<file path="src/rtl/keypad_scanner.sv">
// 4x4 membrane keypad scanner: walks one active-low column per scan tick, debounces
// whole-matrix snapshots and reports single-key presses as code/valid/held/release.
module keypad_scanner #(
  parameter int CLK_FREQ       = 12000000,
  parameter int SCAN_HZ        = 1000,
  parameter int DEBOUNCE_SCANS = 4
) (
  input  logic       clk,
  input  logic       rst_n,
  output logic [3:0] col_out,
  input  logic [3:0] row_in,
  output logic [3:0] key_code,
  output logic       key_valid,
  output logic       key_held,
  output logic       key_release
);

  localparam int TICKS = CLK_FREQ / SCAN_HZ;
  localparam int TW    = $clog2(TICKS);
  localparam int SW    = (DEBOUNCE_SCANS > 1) ? $clog2(DEBOUNCE_SCANS) : 1;
  localparam logic [SW-1:0] STABLE_MAX = SW'(DEBOUNCE_SCANS - 1);

  typedef enum logic [1:0] {
    IDLE  = 2'd0,
    HELD  = 2'd1,
    MULTI = 2'd2
  } state_e;

  logic [3:0]    row_meta_q, row_meta_d;
  logic [3:0]    row_sync_q, row_sync_d;
  logic [TW-1:0] tick_cnt_q, tick_cnt_d;
  logic [1:0]    col_idx_q, col_idx_d;
  logic [15:0]   snap_q, snap_d;
  logic          snap_done_q, snap_done_d;
  logic [15:0]   prev_q, prev_d;
  logic [SW-1:0] stable_q, stable_d;
  logic [15:0]   deb_q, deb_d;
  logic          deb_upd_q, deb_upd_d;
  state_e        state_q, state_d;
  logic [3:0]    key_code_q, key_code_d;
  logic          key_valid_q, key_valid_d;
  logic          key_held_q, key_held_d;
  logic          key_release_q, key_release_d;
  logic          tick;
  logic [4:0]    deb_count;

  function automatic logic [4:0] popcount16(input logic [15:0] v);
    logic [4:0] cnt;
    cnt = '0;
    for (int i = 0; i < 16; i++) begin
      cnt = cnt + {4'b0, v[4'(i)]};
    end
    return cnt;
  endfunction

  function automatic logic [3:0] lowest_set(input logic [15:0] v);
    logic [3:0] idx;
    idx = '0;
    for (int i = 15; i >= 0; i--) begin
      if (v[4'(i)]) idx = 4'(i);
    end
    return idx;
  endfunction

  // Column walk: the tick samples the rows for the column currently driven, then moves on.
  always_comb begin
    row_meta_d  = row_in;
    row_sync_d  = row_meta_q;
    tick        = (tick_cnt_q == TW'(TICKS - 1));
    tick_cnt_d  = tick ? '0 : tick_cnt_q + TW'(1);
    col_idx_d   = col_idx_q;
    snap_d      = snap_q;
    snap_done_d = 1'b0;
    if (tick) begin
      col_idx_d = col_idx_q + 2'd1;
      for (int r = 0; r < 4; r++) begin
        snap_d[{2'(r), col_idx_q}] = ~row_sync_q[2'(r)];
      end
      snap_done_d = (col_idx_q == 2'd3);
    end
  end

  assign col_out = ~(4'b0001 << col_idx_q);

  // Debounce runs the cycle after a snapshot completes, so snap_q already holds column 3.
  always_comb begin
    prev_d    = prev_q;
    stable_d  = stable_q;
    deb_d     = deb_q;
    deb_upd_d = 1'b0;
    if (snap_done_q) begin
      prev_d = snap_q;
      if (snap_q == prev_q) begin
        if (stable_q != STABLE_MAX) stable_d = stable_q + SW'(1);
      end else begin
        stable_d = '0;
      end
      if (stable_d == STABLE_MAX) begin
        deb_d     = snap_q;
        deb_upd_d = 1'b1;
      end
    end
  end

  always_comb begin
    state_d       = state_q;
    key_code_d    = key_code_q;
    key_valid_d   = 1'b0;
    key_release_d = 1'b0;
    key_held_d    = key_held_q;
    deb_count     = popcount16(deb_q);
    if (deb_upd_q) begin
      case (state_q)
        IDLE: begin
          if (deb_count == 5'd1) begin
            state_d     = HELD;
            key_code_d  = lowest_set(deb_q);
            key_valid_d = 1'b1;
            key_held_d  = 1'b1;
          end else if (deb_count > 5'd1) begin
            state_d = MULTI;
          end
        end
        HELD: begin
          if (deb_count == 5'd0) begin
            state_d       = IDLE;
            key_release_d = 1'b1;
            key_held_d    = 1'b0;
          end else if (deb_q != (16'h0001 << key_code_q)) begin
            // A changed or extra key invalidates the hold silently.
            state_d    = MULTI;
            key_held_d = 1'b0;
          end
        end
        MULTI: begin
          if (deb_count == 5'd0) state_d = IDLE;
        end
        default: begin
          state_d    = IDLE;
          key_held_d = 1'b0;
        end
      endcase
    end
  end

  always_ff @(posedge clk or negedge rst_n) begin
    if (!rst_n) begin
      row_meta_q    <= 4'hF;
      row_sync_q    <= 4'hF;
      tick_cnt_q    <= '0;
      col_idx_q     <= 2'd0;
      snap_q        <= '0;
      snap_done_q   <= 1'b0;
      prev_q        <= '0;
      stable_q      <= '0;
      deb_q         <= '0;
      deb_upd_q     <= 1'b0;
      state_q       <= IDLE;
      key_code_q    <= 4'd0;
      key_valid_q   <= 1'b0;
      key_held_q    <= 1'b0;
      key_release_q <= 1'b0;
    end else begin
      row_meta_q    <= row_meta_d;
      row_sync_q    <= row_sync_d;
      tick_cnt_q    <= tick_cnt_d;
      col_idx_q     <= col_idx_d;
      snap_q        <= snap_d;
      snap_done_q   <= snap_done_d;
      prev_q        <= prev_d;
      stable_q      <= stable_d;
      deb_q         <= deb_d;
      deb_upd_q     <= deb_upd_d;
      state_q       <= state_d;
      key_code_q    <= key_code_d;
      key_valid_q   <= key_valid_d;
      key_held_q    <= key_held_d;
      key_release_q <= key_release_d;
    end
  end

  assign key_code    = key_code_q;
  assign key_valid   = key_valid_q;
  assign key_held    = key_held_q;
  assign key_release = key_release_q;

endmodule

</file>
<file path="config.mk">
export PLATFORM = sky130hd
export DESIGN_NAME = keypad_scanner
export DESIGN_NICKNAME = d
export VERILOG_FILES = /design/src/rtl/keypad_scanner.sv
export SDC_FILE = /design/constraint.sdc
export NUM_CORES = 1
export LEC_CHECK = 0
export ABC_AREA = 0
export BUFFER_PORTS_ARGS = -buffer_cell sky130_fd_sc_hd__buf_2
export CAP_MARGIN = 20
export CORE_AREA = 2 2 52 54
export CTS_BUF_LIST = sky130_fd_sc_hd__clkbuf_4 sky130_fd_sc_hd__clkbuf_8
export DETAILED_ROUTE_END_ITERATION = 8
export DIE_AREA = 0 0 54 56
export PLACE_DENSITY = 0.56
export SYNTH_ARGS = -nofsm -noshare
export SYNTH_HDL_FRONTEND = slang
export SYNTH_SLANG_ARGS = --single-unit
</file>
<file path="constraint.sdc">
create_clock -name clk -period 2.04 [get_ports clk]
set_clock_uncertainty 0.2 [all_clocks]
set_input_delay 0.102 -clock clk [delete_from_list [all_inputs] [get_ports clk]]
set_output_delay 0.102 -clock clk [all_outputs]
set_load 0.01 [all_outputs]
</file>
Word-level counts from Yosys, hierarchy flattened
Index checks and enable logic that the tools add are counted.
{ "word_totals": {"regBits": 77, "in_bits": 6, "out_inout_bits": 11, "elab_cells": 74} }
{ "op_classes": {"n_addsub": 3, "n_lt_le_gt_ge": 8, "eq_ne": 9, "shift": 1, "n_mux": 27, "n_bitwise": 4, "reduce_logical": 8} }
{ "op_table": {"columns": ["cell", "count"], "rows": [
  ["bitwise mux 16 bit", 4],
  ["equality test 16 bit", 1],
  ["inequality test 16 x 1 -> 1 bit (second input constant)", 1],
  ["adder 14 x 1 -> 14 bit (second input constant)", 1],
  ["equality test 14 bit (second input constant)", 1],
  ["two-way mux 14 bit", 1],
  ["two-way mux 1 bit", 12],
  ["less-than comparator 4 x 5 -> 1 bit (second input constant)", 2],
  ["demux 1 bit (select 2 bit)", 4],
  ["greater-or-equal comparator 4 x 1 -> 1 bit (second input constant)", 2],
  ["two-way mux 2 bit", 4],
  ["equality test 2 bit (second input constant)", 3],
  ["less-than comparator 2 x 5 -> 1 bit (second input constant)", 1],
  ["less-than comparator 3 x 5 -> 1 bit (second input constant)", 1],
  ["adder 2 x 1 -> 2 bit (second input constant)", 2],
  ["logical AND 1 bit", 4],
  ["inequality test 2 bit (second input constant)", 2],
  ["inverter 4 bit", 1],
  ["one-hot mux 2 bit (2 select lines)", 1],
  ["<< shifter 1 x 2 -> 4 bit (first input constant)", 1],
  ["greater-or-equal comparator 3 x 1 -> 1 bit (second input constant)", 1],
  ["inverter 1 bit", 3],
  ["AND reduction 3 bit", 1],
  ["equality test 2 x 1 -> 1 bit (second input constant)", 1],
  ["other kinds (5)", 5]
]} }

Longest topological paths before layout
{ "logic_depth": {"ltp_word": 8, "mapped_depth": 5, "depth_no_buf": 4} }

Worst setup path before layout
Ideal clock, no wire load.
{ "synth_path": {"path_kind": "flip-flop to flip-flop", "start": "reg tick_cnt_q[0]", "end": "reg col_idx_q[1]", "setup_time_ps": 128, "arrival_time_ps": 1431, "setup_slack_ps": 282, "stages_incl_launch_ff": 5, "cell_sequence": "dfrtp_1 > ha_1 > nand3_2 > nor4_4 > mux2_1"} }
{ "synth_between": {"elab_chain_cells": 1} }
{ "synth_lines": {"columns": ["item", "line", "rtl"], "rows": [
  ["from (decl)", "31", "logic [TW-1:0] tick_cnt_q, tick_cnt_d;"],
  ["from (signal assigned)", "166", "tick_cnt_q <= tick_cnt_d;"],
  ["equality test 14 bit", "69", "tick = (tick_cnt_q == TW'(TICKS - 1));"],
  ["to (signal assigned)", "167", "col_idx_q <= col_idx_d;"],
  ["to (decl)", "32", "logic [1:0] col_idx_q, col_idx_d;"]
]} }
Every way passes these cells.
A chain may end at the register's enable or synchronous reset.

Worst setup path in the final report
Same ends and word-level chain as after synthesis.

==> results by group <==
Routing
  – Iteration-0 DRC Markers: 14
  – DRC: 0
  – First drt pass iteration count: 4
  – Final wirelength: 1.606 mm
  – Final ANT Viol Nets: 0
  – Via Count: 627
  – Vias/cell: 4.937
  – Routed len/inst: between 10 and 15 µm

Logic synthesis
  – Seq/Total Area, Yosys: 0.4278
  – Synth warnings: 0
  – Post-Synthesis Cells: 88
  – Synth cell types: 33
  – Syn_area_per_cell: 10.64 µm²
  – Mapped Area: 935.9 µm²
  – #FFs+latches synth: 16

STA
  – Final setup viols: 0
  – Min Hold Slack: 0.04788 ns
  – Max Clock Freq: 540.3 MHz
  – Final Slew Violations: 0
  – Min Clock Period, post-route: 1.851 ns
  – Period utilization: 0.9073
  – Unrepaired setup endpoints after global routing: false
  – Hold Fails Final Rpt: 0
  – Setup TNS: 0 ns

Setup path
  – Worst reg2reg path endpoint: col_idx_q[1]
  – FF-to-FF setup slack: between 0.15 and 0.2 ns
  – Crit path capture type: flop
  – CP Data Required Time: 2.02 ns
  – CP startpoint: tick_cnt_q[0]
  – R2R depth: 4
  – Crit Path Category: flop to flop
  – Critical-path maximum fanout: 7
  – R2r startpoint: tick_cnt_q[0]
  – Worst Setup Start Kind: flop
  – WP data arrival: 1.83 ns

Status
  – Status: finished clean

Global route
  – Largest net degree at the start of global routing: 17
  – First-pass GRT wire length: 2.842 mm
  – Total GRT Usage: 0.1255
  – Remaining Overflow, GRT: 0
  – Vias in the first global route: 659
  – Initial antenna violation count: 0

Clock tree
  – H-tree depth: 1
  – Num CTS Buffers: 3
  – Skew-Pair Late Insertion Delay: 0.29 ns
  – CTS max path bufs: 2
  – Clock sinks: 16
  – Postcts setup bufs: 0
  – Worst-path clk slew: ~0.10 ns
  – Clk root buf: clkbuf_4
  – CTS tree: yes

Place
  – HPWL Detailed: 1.076 mm
  – Final estimated routing congestion in global placement: 0.7228
  – Port Buffer Count: 5

Final layout
  – Nets: 109
  – Commonest non-fill, non-tap cells in the layout: 16 x dfrtp_1, 8 x inv_1, 7 x conb_1
  – Most common cell after layout, fill and taps aside: dfrtp_1
  – Ant diodes: 0
  – Share of cells above drive strength 1: 0.1959
  – Area grow syn2layout: 8.021%

Power
  – P per Cell Area: 540.9 nW/µm²
  – Peak supply drop: 0.3901 mV
  – Final total power: 546.8 µW
  – Leakage: 0.4455 nW

Die
  – DIE AREA: between 3000 and 4000 µm²
  – Row cnt: 18
  – Die Wd: 54 µm
  – Initial Utilization: 0.3848
  – Io pins: 17
  – Core box area: 2432 µm²
  – Die H: 56 µm

Job
  – Max-Cap Viols: 0

Min path
  – Hold Crit Class: primary input to async pin
-- logic make-up (layout without fill, tap and decap cells) --
kind of cell,after synthesis,in the layout,share of synthesized area
other cells,1,7,0.004007
simple gates,29,29,0.2326
buf+inv,16,19,0.1003
compound gates,14,14,0.1003
fa+ha+maj,5,5,0.06684
flops,16,16,0.4278
xor+xnor,6,6,0.05616
mux,1,1,0.01203
-- worst max-delay path, stage by stage, from the launching register on --
cell and delay, ns:
dfrtp_1 0.42, ha_1 0.24, nand3_2 0.18, nor4_4 0.36, mux2_1 0.34
-- where the power goes --
part / total (mW) / internal, mW / switching [mW]
Sequential: 0.317 / 0.317 / 0
Clock: 0.216 / 0.109 / 0.107
Combinational: 0.0141 / 0.00194 / 0.0121
-- timing repair --
item                                    CTS  global route
hold endpoints to repair                 16             0
resized for setup                         0             0
hold buffers                              1             0
endpoints found under the setup margin    0             0
-- layer usage --
layer / track usage / vias up / routed length (µm) / share of wire
met3: 0.008065 / 2 / 36 / 0.022
met1: 0.1658 / 300 / 754 / 0.47
met5: 0 / - / 0 / 0
met4: 0.06429 / 0 / 19 / 0.012
met2: 0.2003 / 14 / 795 / 0.50
li1: - / 311 / - / -
-- registers in the layout, summed over array words and instances, names as in the netlist --
signal / flops
tick_cnt_q: 14
col_idx_q: 2
-- worst max-delay path by stage --
stage / end / slack, ns / cells past startpoint
6_report: col_idx_q[1] / 0.19 / 4
2_1_floorplan: col_idx_q[1] / 0.28 / 4
5_1_grt: col_idx_q[0] / 0.05 / 5
3_3_place_gp: col_idx_q[0] / 0.20 / 5
3_5_place_dp: col_idx_q[0] / 0.17 / 5
4_1_cts: col_idx_q[0] / 0.14 / 5
-- metrics by stage --
step	utilization	instances	setup slack [ns]	cell area [µm²]
3_5_place_dp	0.3966	122	0.1672	964.7
5_1_grt	0.4156	127	0.05320	1011
6_report	0.4156	127	0.1892	1011
2_1_floorplan	-	94	0.2816	958.4
3_3_place_gp	0.3966	122	0.2017	964.7
4_1_cts	0.4156	127	0.1447	1011
-- synthesized netlist by cell type (all sizes together) --
library cell / n / area [µm²]
a21oi: 6 / 37.54
dfrtp: 16 / 400.4
nor2: 3 / 11.26
nor4: 3 / 33.78
inv: 8 / 30.03
and3: 1 / 6.260
nand4: 3 / 40.04
nand4b: 1 / 8.760
nor3: 1 / 5.000
o31ai: 3 / 22.52
mux2: 1 / 11.26
conb: 1 / 3.750
xnor2: 3 / 26.28
nor2b: 1 / 6.260
or3: 3 / 18.77
or4: 3 / 30.03
nand4bb: 1 / 11.26
ha: 5 / 62.56
a41oi: 1 / 8.760
nand3: 4 / 25.02
o21ba: 1 / 10.01
and2: 1 / 6.260
xor2: 3 / 26.28
nand2: 4 / 15.01
buf: 8 / 63.81
o21ai: 3 / 15.01
-- layout make-up --
| class | instances | area, µm² |
|---|---|---|
| inverter | 8 | 30.03 |
| clock buffer | 4 | 36.28 |
| fill | 241 | 1421 |
| timing repair buffer | 7 | 42.54 |
| sequential | 16 | 400.4 |
| multi-input combinational | 62 | 464.2 |
| tap | 30 | 37.54 |
(Power assumes the default switching activity.)
